$ cat src/rtl/lzw_pkg.sv
`default_nettype none
// ============================================================================
// Module      : lzw_pkg
// Description : Shared constants and state type for the LZW dictionary path.
//               Also consumed by the compressor front end.
// Revision    : 1.0 - initial release
// ============================================================================
package lzw_pkg;

    localparam int DEF_DATA_WIDTH = 64;   // prefix code + byte
    localparam int DEF_HASH_WIDTH = 12;   // hash RAM address and code width
    localparam int DEF_FIRST_CODE = 256;  // codes below this are literal bytes

    typedef enum logic [2:0] {
        ST_IDLE    = 3'd0,
        ST_RAM_RD  = 3'd1,
        ST_RAM_CHK = 3'd2,
        ST_CT_Q    = 3'd3,
        ST_CT_RD   = 3'd4,
        ST_INSERT  = 3'd5,
        ST_RESP    = 3'd6
    } dict_state_t;

endpackage
`default_nettype wire

$ cat src/rtl/lzw_dict_ctrl_if.sv
`default_nettype none
// ============================================================================
// Module      : lzw_dict_ctrl_if
// Description : Request/response handshake plus hash RAM and conflict table
//               buses of the dictionary controller. The master view is the
//               controller; the slave view is its surroundings.
// Revision    : 1.0 - initial release
// ============================================================================
interface lzw_dict_ctrl_if
    import lzw_pkg::*;
#(
    parameter int DATA_WIDTH = DEF_DATA_WIDTH,
    parameter int HASH_WIDTH = DEF_HASH_WIDTH
);
    // front-end request / response
    logic                  req_valid;
    logic                  req_ready;
    logic [DATA_WIDTH-1:0] req_key;
    logic [HASH_WIDTH-1:0] req_hash;
    logic                  resp_valid;
    logic                  resp_ready;
    logic                  resp_hit;
    logic [HASH_WIDTH-1:0] resp_code;
    logic                  resp_new;
    logic                  resp_overflow;
    // hash RAM
    logic                  ram_en;
    logic                  ram_we;
    logic [HASH_WIDTH-1:0] ram_addr;
    logic [DATA_WIDTH-1:0] ram_wkey;
    logic [DATA_WIDTH-1:0] ram_rkey;
    logic [HASH_WIDTH-1:0] ram_wcode;
    logic [HASH_WIDTH-1:0] ram_rcode;
    logic                  ram_wvld;
    logic                  ram_rvld;
    // conflict table
    logic                  ct_cs;
    logic                  ct_we;
    logic [DATA_WIDTH-1:0] ct_data;
    logic [HASH_WIDTH-1:0] ct_hash;
    logic [HASH_WIDTH-1:0] ct_map;
    logic                  ct_match;
    logic [HASH_WIDTH-1:0] ct_map_out;
    logic                  ct_full;
    // status
    logic                  dict_full;

    modport master (
        input  req_valid, req_key, req_hash, resp_ready,
               ram_rkey, ram_rcode, ram_rvld,
               ct_match, ct_map_out, ct_full,
        output req_ready, resp_valid, resp_hit, resp_code, resp_new, resp_overflow,
               ram_en, ram_we, ram_addr, ram_wkey, ram_wcode, ram_wvld,
               ct_cs, ct_we, ct_data, ct_hash, ct_map, dict_full
    );

    modport slave (
        output req_valid, req_key, req_hash, resp_ready,
               ram_rkey, ram_rcode, ram_rvld,
               ct_match, ct_map_out, ct_full,
        input  req_ready, resp_valid, resp_hit, resp_code, resp_new, resp_overflow,
               ram_en, ram_we, ram_addr, ram_wkey, ram_wcode, ram_wvld,
               ct_cs, ct_we, ct_data, ct_hash, ct_map, dict_full
    );

endinterface
`default_nettype wire

$ cat src/rtl/lzw_code_alloc.sv
`default_nettype none
// ============================================================================
// Module      : lzw_code_alloc
// Description : Next-code counter for dictionary inserts. The all-ones code
//               is reserved and marks the dictionary as full; no wrap.
// Revision    : 1.0 - initial release
// ============================================================================
module lzw_code_alloc
    import lzw_pkg::*;
#(
    parameter int HASH_WIDTH = DEF_HASH_WIDTH,
    parameter int FIRST_CODE = DEF_FIRST_CODE
) (
    input  logic                  clk,
    input  logic                  rst,
    input  logic                  alloc_i,
    output logic [HASH_WIDTH-1:0] next_code_o,
    output logic                  dict_full_o
);

    localparam logic [HASH_WIDTH-1:0] C_FIRST = HASH_WIDTH'(FIRST_CODE);
    localparam logic [HASH_WIDTH-1:0] C_LAST  = '1;
    localparam logic [HASH_WIDTH-1:0] C_ONE   = {{(HASH_WIDTH-1){1'b0}}, 1'b1};

    logic [HASH_WIDTH-1:0] next_code_q;
    logic [HASH_WIDTH-1:0] next_code_d;

    // Advance only on a committed insert, and park on the reserved code.
    always_comb begin
        next_code_d = next_code_q;
        if (alloc_i && !dict_full_o) begin
            next_code_d = next_code_q + C_ONE;
        end
    end

    // Counter register.
    always_ff @(posedge clk) begin
        if (rst) begin
            next_code_q <= C_FIRST;
        end else begin
            next_code_q <= next_code_d;
        end
    end

    assign next_code_o = next_code_q;
    assign dict_full_o = (next_code_q == C_LAST);

endmodule
`default_nettype wire

$ cat src/rtl/lzw_dict_ctrl.sv
`default_nettype none
// ============================================================================
// Module      : lzw_dict_ctrl
// Description : LZW dictionary lookup/insert sequencer. Probes the hash RAM,
//               falls back to the conflict table on a slot collision, and
//               allocates a new code on a miss.
// Revision    : 1.0 - initial release
// ============================================================================
module lzw_dict_ctrl
    import lzw_pkg::*;
#(
    parameter int DATA_WIDTH = DEF_DATA_WIDTH,
    parameter int HASH_WIDTH = DEF_HASH_WIDTH,
    parameter int FIRST_CODE = DEF_FIRST_CODE
) (
    input  logic            clk,
    input  logic            rst,
    lzw_dict_ctrl_if.master bus
);

    localparam logic [2:0] S_IDLE    = ST_IDLE;
    localparam logic [2:0] S_RAM_RD  = ST_RAM_RD;
    localparam logic [2:0] S_RAM_CHK = ST_RAM_CHK;
    localparam logic [2:0] S_CT_Q    = ST_CT_Q;
    localparam logic [2:0] S_CT_RD   = ST_CT_RD;
    localparam logic [2:0] S_INSERT  = ST_INSERT;
    localparam logic [2:0] S_RESP    = ST_RESP;

    logic [2:0]            state_q,  state_d;
    logic [DATA_WIDTH-1:0] key_q,    key_d;
    logic [HASH_WIDTH-1:0] hash_q,   hash_d;
    logic                  ct_tgt_q, ct_tgt_d;   // insert goes to the conflict table
    logic                  ct_hit_q, ct_hit_d;   // ct_match sampled in CT_Q
    logic                  hit_q,    hit_d;
    logic                  new_q,    new_d;
    logic                  ovf_q,    ovf_d;
    logic [HASH_WIDTH-1:0] code_q,   code_d;

    logic                  ram_en_c, ram_we_c, ct_cs_c, ct_we_c, alloc_c;
    logic                  req_ready_c, resp_valid_c;
    logic [HASH_WIDTH-1:0] next_code;
    logic                  dict_full;

    lzw_code_alloc #(
        .HASH_WIDTH (HASH_WIDTH),
        .FIRST_CODE (FIRST_CODE)
    ) u_code_alloc (
        .clk         (clk),
        .rst         (rst),
        .alloc_i     (alloc_c & ~rst),
        .next_code_o (next_code),
        .dict_full_o (dict_full)
    );

    // Sequencer: next state, captured request, response fields and strobes.
    always_comb begin
        state_d      = state_q;
        key_d        = key_q;
        hash_d       = hash_q;
        ct_tgt_d     = ct_tgt_q;
        ct_hit_d     = ct_hit_q;
        hit_d        = hit_q;
        new_d        = new_q;
        ovf_d        = ovf_q;
        code_d       = code_q;
        ram_en_c     = 1'b0;
        ram_we_c     = 1'b0;
        ct_cs_c      = 1'b0;
        ct_we_c      = 1'b0;
        alloc_c      = 1'b0;
        req_ready_c  = 1'b0;
        resp_valid_c = 1'b0;
        case (state_q)
            S_IDLE: begin
                req_ready_c = 1'b1;
                if (bus.req_valid) begin
                    key_d   = bus.req_key;
                    hash_d  = bus.req_hash;
                    state_d = S_RAM_RD;
                end
            end
            S_RAM_RD: begin
                ram_en_c = 1'b1;
                state_d  = S_RAM_CHK;
            end
            S_RAM_CHK: begin
                if (bus.ram_rvld && (bus.ram_rkey == key_q)) begin
                    hit_d   = 1'b1;
                    new_d   = 1'b0;
                    ovf_d   = 1'b0;
                    code_d  = bus.ram_rcode;
                    state_d = S_RESP;
                end else if (bus.ram_rvld) begin
                    state_d = S_CT_Q;
                end else begin
                    ct_tgt_d = 1'b0;
                    state_d  = S_INSERT;
                end
            end
            S_CT_Q: begin
                ct_cs_c  = 1'b1;
                ct_hit_d = bus.ct_match;
                state_d  = S_CT_RD;
            end
            S_CT_RD: begin
                ct_cs_c = 1'b1;
                if (ct_hit_q) begin
                    hit_d   = 1'b1;
                    new_d   = 1'b0;
                    ovf_d   = 1'b0;
                    code_d  = bus.ct_map_out;
                    state_d = S_RESP;
                end else begin
                    ct_tgt_d = 1'b1;
                    state_d  = S_INSERT;
                end
            end
            S_INSERT: begin
                hit_d   = 1'b0;
                state_d = S_RESP;
                if (dict_full || (ct_tgt_q && bus.ct_full)) begin
                    new_d  = 1'b0;
                    ovf_d  = 1'b1;
                    code_d = '0;
                end else begin
                    ram_en_c = ~ct_tgt_q;
                    ram_we_c = ~ct_tgt_q;
                    ct_cs_c  = ct_tgt_q;
                    ct_we_c  = ct_tgt_q;
                    alloc_c  = 1'b1;
                    new_d    = 1'b1;
                    ovf_d    = 1'b0;
                    code_d   = next_code;
                end
            end
            S_RESP: begin
                resp_valid_c = 1'b1;
                if (bus.resp_ready) begin
                    state_d = S_IDLE;
                end
            end
            default: begin
                state_d = S_IDLE;
            end
        endcase
    end

    // State and datapath registers.
    always_ff @(posedge clk) begin
        if (rst) begin
            state_q  <= S_IDLE;
            key_q    <= '0;
            hash_q   <= '0;
            ct_tgt_q <= 1'b0;
            ct_hit_q <= 1'b0;
            hit_q    <= 1'b0;
            new_q    <= 1'b0;
            ovf_q    <= 1'b0;
            code_q   <= '0;
        end else begin
            state_q  <= state_d;
            key_q    <= key_d;
            hash_q   <= hash_d;
            ct_tgt_q <= ct_tgt_d;
            ct_hit_q <= ct_hit_d;
            hit_q    <= hit_d;
            new_q    <= new_d;
            ovf_q    <= ovf_d;
            code_q   <= code_d;
        end
    end

    // Strobes are masked by rst so a write coinciding with reset never lands.
    assign bus.ram_en        = ram_en_c & ~rst;
    assign bus.ram_we        = ram_we_c & ~rst;
    assign bus.ct_cs         = ct_cs_c  & ~rst;
    assign bus.ct_we         = ct_we_c  & ~rst;
    assign bus.ram_addr      = hash_q;
    assign bus.ram_wkey      = key_q;
    assign bus.ram_wcode     = next_code;
    assign bus.ram_wvld      = 1'b1;
    assign bus.ct_data       = key_q;
    assign bus.ct_hash       = hash_q;
    assign bus.ct_map        = next_code;
    assign bus.req_ready     = req_ready_c;
    assign bus.resp_valid    = resp_valid_c;
    assign bus.resp_hit      = hit_q;
    assign bus.resp_new      = new_q;
    assign bus.resp_overflow = ovf_q;
    assign bus.resp_code     = code_q;
    assign bus.dict_full     = dict_full;

endmodule
`default_nettype wire

$ cat src/flat_wrapper.sv
// flat-port wrapper written by rule: the top's interface ports become plain ports
module lzw_dict_ctrl_flat import lzw_pkg::*;
#(
    parameter int DATA_WIDTH = DEF_DATA_WIDTH,
    parameter int HASH_WIDTH = DEF_HASH_WIDTH,
    parameter int FIRST_CODE = DEF_FIRST_CODE
)
  (clk, rst, bus_req_valid, bus_req_key, bus_req_hash, bus_resp_ready, bus_ram_rkey, bus_ram_rcode, bus_ram_rvld, bus_ct_match, bus_ct_map_out, bus_ct_full, bus_req_ready, bus_resp_valid, bus_resp_hit, bus_resp_code, bus_resp_new, bus_resp_overflow, bus_ram_en, bus_ram_we, bus_ram_addr, bus_ram_wkey, bus_ram_wcode, bus_ram_wvld, bus_ct_cs, bus_ct_we, bus_ct_data, bus_ct_hash, bus_ct_map, bus_dict_full);
  lzw_dict_ctrl_if #(.DATA_WIDTH(DATA_WIDTH), .HASH_WIDTH(HASH_WIDTH)) bus_i ();
  input  logic clk;
  input  logic rst;
  input wire logic [$bits(bus_i.req_valid)-1:0] bus_req_valid;
  input wire logic [$bits(bus_i.req_key)-1:0] bus_req_key;
  input wire logic [$bits(bus_i.req_hash)-1:0] bus_req_hash;
  input wire logic [$bits(bus_i.resp_ready)-1:0] bus_resp_ready;
  input wire logic [$bits(bus_i.ram_rkey)-1:0] bus_ram_rkey;
  input wire logic [$bits(bus_i.ram_rcode)-1:0] bus_ram_rcode;
  input wire logic [$bits(bus_i.ram_rvld)-1:0] bus_ram_rvld;
  input wire logic [$bits(bus_i.ct_match)-1:0] bus_ct_match;
  input wire logic [$bits(bus_i.ct_map_out)-1:0] bus_ct_map_out;
  input wire logic [$bits(bus_i.ct_full)-1:0] bus_ct_full;
  output wire logic [$bits(bus_i.req_ready)-1:0] bus_req_ready;
  output wire logic [$bits(bus_i.resp_valid)-1:0] bus_resp_valid;
  output wire logic [$bits(bus_i.resp_hit)-1:0] bus_resp_hit;
  output wire logic [$bits(bus_i.resp_code)-1:0] bus_resp_code;
  output wire logic [$bits(bus_i.resp_new)-1:0] bus_resp_new;
  output wire logic [$bits(bus_i.resp_overflow)-1:0] bus_resp_overflow;
  output wire logic [$bits(bus_i.ram_en)-1:0] bus_ram_en;
  output wire logic [$bits(bus_i.ram_we)-1:0] bus_ram_we;
  output wire logic [$bits(bus_i.ram_addr)-1:0] bus_ram_addr;
  output wire logic [$bits(bus_i.ram_wkey)-1:0] bus_ram_wkey;
  output wire logic [$bits(bus_i.ram_wcode)-1:0] bus_ram_wcode;
  output wire logic [$bits(bus_i.ram_wvld)-1:0] bus_ram_wvld;
  output wire logic [$bits(bus_i.ct_cs)-1:0] bus_ct_cs;
  output wire logic [$bits(bus_i.ct_we)-1:0] bus_ct_we;
  output wire logic [$bits(bus_i.ct_data)-1:0] bus_ct_data;
  output wire logic [$bits(bus_i.ct_hash)-1:0] bus_ct_hash;
  output wire logic [$bits(bus_i.ct_map)-1:0] bus_ct_map;
  output wire logic [$bits(bus_i.dict_full)-1:0] bus_dict_full;
  assign bus_i.req_valid = bus_req_valid;
  assign bus_i.req_key = bus_req_key;
  assign bus_i.req_hash = bus_req_hash;
  assign bus_i.resp_ready = bus_resp_ready;
  assign bus_i.ram_rkey = bus_ram_rkey;
  assign bus_i.ram_rcode = bus_ram_rcode;
  assign bus_i.ram_rvld = bus_ram_rvld;
  assign bus_i.ct_match = bus_ct_match;
  assign bus_i.ct_map_out = bus_ct_map_out;
  assign bus_i.ct_full = bus_ct_full;
  assign bus_req_ready = bus_i.req_ready;
  assign bus_resp_valid = bus_i.resp_valid;
  assign bus_resp_hit = bus_i.resp_hit;
  assign bus_resp_code = bus_i.resp_code;
  assign bus_resp_new = bus_i.resp_new;
  assign bus_resp_overflow = bus_i.resp_overflow;
  assign bus_ram_en = bus_i.ram_en;
  assign bus_ram_we = bus_i.ram_we;
  assign bus_ram_addr = bus_i.ram_addr;
  assign bus_ram_wkey = bus_i.ram_wkey;
  assign bus_ram_wcode = bus_i.ram_wcode;
  assign bus_ram_wvld = bus_i.ram_wvld;
  assign bus_ct_cs = bus_i.ct_cs;
  assign bus_ct_we = bus_i.ct_we;
  assign bus_ct_data = bus_i.ct_data;
  assign bus_ct_hash = bus_i.ct_hash;
  assign bus_ct_map = bus_i.ct_map;
  assign bus_dict_full = bus_i.dict_full;
  lzw_dict_ctrl #(.DATA_WIDTH(DATA_WIDTH), .HASH_WIDTH(HASH_WIDTH), .FIRST_CODE(FIRST_CODE)) u_core (.clk(clk), .rst(rst), .bus(bus_i));
endmodule
$ cat config.mk
export PLATFORM = sky130hd
export DESIGN_NAME = lzw_dict_ctrl_flat
export DESIGN_NICKNAME = d
export VERILOG_FILES = /design/src/rtl/lzw_pkg.sv /design/src/rtl/lzw_dict_ctrl_if.sv /design/src/rtl/lzw_code_alloc.sv /design/src/rtl/lzw_dict_ctrl.sv /design/src/flat_wrapper.sv
export SDC_FILE = /design/constraint.sdc
export NUM_CORES = 1
export LEC_CHECK = 0
export ABC_AREA = 1
export CAP_MARGIN = 20
export CORE_AREA = 2 2 143 145
export CTS_CLUSTER_DIAMETER = 120
export CTS_CLUSTER_SIZE = 40
export DETAILED_ROUTE_END_ITERATION = 6
export DIE_AREA = 0 0 145 147
export PLACE_DENSITY = 0.8
export SLEW_MARGIN = 20
export SYNTH_ARGS = -nofsm -noshare
export SYNTH_HDL_FRONTEND = slang
export SYNTH_HIERARCHICAL = 1
export SYNTH_SLANG_ARGS = --single-unit
$ cat constraint.sdc
create_clock -name clk -period 2.2 [get_ports clk]
set_clock_uncertainty 0.15 [all_clocks]
set_input_delay 0.22 -clock clk [delete_from_list [all_inputs] [get_ports clk]]
set_output_delay 0.22 -clock clk [all_outputs]
set_load 0.02 [all_outputs]
==> metrics.txt <==
top cells by count, synth=257 x nand2_1, 148 x inv_1, 108 x dfxtp_1, 98 x nor2_1, 90 x buf_4; first-pass GRT wire length=35.3 mm; Seq cells post-synth=108; setup TNS=-0.0970 ns; number of global-route vias before repair=6570; grt total ovfl=0; GRT Total Usage=20.6%; htree depth=3; Critical Path Start Type=flip-flop; Layout area overhead=63.2%; R2R Path Start=u_core/u_code_alloc/next_code_o[1]; Top delay family on crit path=simple AND/OR/NAND/NOR gates; crit path cell chain=ha_4 -> nand2_4 -> nor2_4 -> nand3_4 -> inv_4 -> a21o_1 -> nor2_4 -> buf_6 -> a21oi_4 -> nor3_4 -> buf_4; ANT cells=0; crit-path max FO=2; fin cells=1584; IO Port Bufs=368; Final Max Tran Viols=0; final setup margin=-0.0481 ns; Syn Area/Cell=6.43 um^2; Critical Path AT=1.88 ns; Period minus WS final=2.25 ns; Max transition margin=54.5%; Synth area leaders=dfxtp_1 33%, nand2_1 15%, buf_4 10%, inv_1 8.6%, a21oi_1 6.2%; Cell Pwr Density=785 nW/um^2; max frequency=0.445 GHz; Rows=52; Initial Util=32.6%; CTS sink count=108; HP Class=in -> reg; Synth top area share=33.4%; worst hold endpoint=u_core/ct_tgt_q; share of the core filled with cells=53.1%; clock latency on the worst-skew pair=0.35 ns; CP peak stage delay=0.36 ns; FF-to-FF path depth=13; largest net degree at the start of global routing=63; Cells after Synth=1005; layout cells sized above 1=10.0%; cell area after synthesis=6460 um^2; Worst setup EP type=output port; antenna violations before repair=0; TritonCTS clock tree=yes; Slowest-stage cell, CP=dfxtp_4; 1st-iter DRT viols=400; Synth Flop Type=dfxtp_1; Unique masters post-synth=35; leakage power=4.57 nW; r2r setup slk=0.12 ns; Die H=147 um; max-cap viol count=0; Hold Vio Cnt, Final=0; Final HPWL DP=18.4 mm; Nets=1481; fillers=1896; ys async rst share=0%; unrepaired setup endpoints after global routing=yes; vias per std cell=4.55; Post-synth EDFFs=0; total iterations of the first detailed-routing run=5; chip width=145 um; Routed Wire Length=23.5 mm; worst vdd ir=0.404 mV; min-delay src=rst; CTS root buf=clkbuf_16; leading area contributor after synthesis=dfxtp_1; Reg2Reg Capture Point=u_core/bus.resp_code[2]; Worst-path clk slew=0.08 ns; routed via count=7213; critical path type=reg -> out; Core Footprint=19800 um^2; dpl cells=1564; Remaining DRCs=0; CP Data Required Time=1.83 ns; TritonCTS Buffers=9; hold path depth=2; Warnings, synthesis=6; cell with the most instances after synthesis=nand2_1; Worst Tran Pin Value=0.682 ns; most used cell, CP=nor2_4; sequential area share after synthesis=33.4%; violated checks=setup timing; Post-CTS Hold Fix Bufs=0; Max clock buf depth=2; routed len/inst=14.9 um; Syn Nets=1177; CP Buf/Inv Count=3; status=finished with violations; Routed Antenna Nets=0; GP Congestion=0.899; Final period util=102%; die area=21300 um^2; # setup viols final=3; # IOs=370
[layout make-up]
type / instances / area [um^2] / share of cell area (%)
repair buffers: 421 / 4100 / 38.9
flip-flops and latches: 108 / 2180 / 20.6
multi-input cells: 610 / 3030 / 28.8
inverters: 159 / 599 / 5.68
clock inverters: 5 / 42.5 / 0.403
clock buffers: 11 / 253 / 2.40
well taps: 270 / 338 / 3.20
[worst max-delay path by stage]
stage / startpoint / to / slack (ns) / cells past startpoint
after global routing: u_core/u_code_alloc/next_code_o[1] / bus_ct_cs / -0.14 / 12
after CTS: u_core/u_code_alloc/next_code_o[0] / bus_ram_en / -0.12 / 11
final: u_core/u_code_alloc/next_code_o[1] / bus_ram_en / -0.05 / 11
after floorplan: u_core/u_code_alloc/next_code_o[1] / u_core/u_code_alloc/next_code_o[8] / -0.04 / 14
after detailed placement: u_core/u_code_alloc/next_code_o[1] / bus_ram_en / -0.35 / 11
after global placement: u_core/u_code_alloc/next_code_o[1] / bus_ram_en / -0.30 / 11
[cells by family (layout without fill, tap and decap cells)]
family                     after synthesis  after routing  share of synthesized area (%)
AOI/OAI and AO/OA                      149            149                           12.6
xor gates and xnor gates                23             23                           3.12
adders and majority gates                1              1                          0.194
buffers and inverters                  288            596                           22.4
DFF                                    108            108                           33.4
other                                    1              1                         0.0580
and+or+nand+nor                        435            436                           28.2
[flip-flops by register name, summed over array words and instances, names as in the netlist, 3 cells and up]
name,count
u_core/bus.ct_data,64
u_core/bus.ct_hash,12
u_core/bus.resp_code,12
u_core/state_q,3
u_core/u_code_alloc/next_code_o,12
[where the power goes]
group | leakage [nW] | switching (mW) | internal, mW
clock | 0.148 | 0.798 | 0.849
sequential | 0.891 | 0.349 | 2.30
combinational | 3.53 | 2.15 | 1.83
[metrics by stage]
step	instance area (um^2)	hold slack (ns)	power (mW)	setup WS (ns)
2_1_floorplan	6520	0.211	4.94	-0.0374
3_3_place_gp	10100	0.314	6.53	-0.297
3_5_place_dp	10100	0.323	6.60	-0.346
4_1_cts	10400	0.0197	8.29	-0.122
5_1_grt	10500	0.0884	8.73	-0.143
6_report	10500	0.0620	8.28	-0.0481
[cells in the final DEF (no fill, tap or decap), types with 2 or more instances in the layout]
master and instances:
a21oi_1 79, a221oi_1 4, inv_2 12, nor2_2 7
o21ai_0 50, nand3_1 40, inv_1 145, clkbuf_8 2
clkbuf_16 9, buf_12 2, dfxtp_1 101, dlygate4sd2_1 2
xor2_1 23, nor3_1 2, clkdlybuf4s50_1 361, nand2_4 4
nor2_1 94, nor2_4 4, a221oi_4 3, dfxtp_2 5
a21oi_2 3, a221oi_2 5, buf_4 51, buf_6 4
nand4_1 19, dfxtp_4 2, nand3_4 3, inv_6 2
nand3_2 2, nand2_1 256
[timing repair]
| action | in CTS | in global routing |
|---|---|---|
| pin swaps | 7 | 9 |
| endpoints found under the setup margin | 8 | 19 |
| setup buffers | 3 | 1 |
| gates cloned | 0 | 1 |
| gates resized for setup | 36 | 17 |
[routing by layer]
layer	GRT usage (%)	up-vias	wire [um]
li1	-	3639	-
met1	26.5	3279	10300
met2	36.0	270	11600
met3	3.51	25	1340
met4	5.50	0	362
met5	0	-	0
Note: power is estimated with default switching activity, not from simulation.
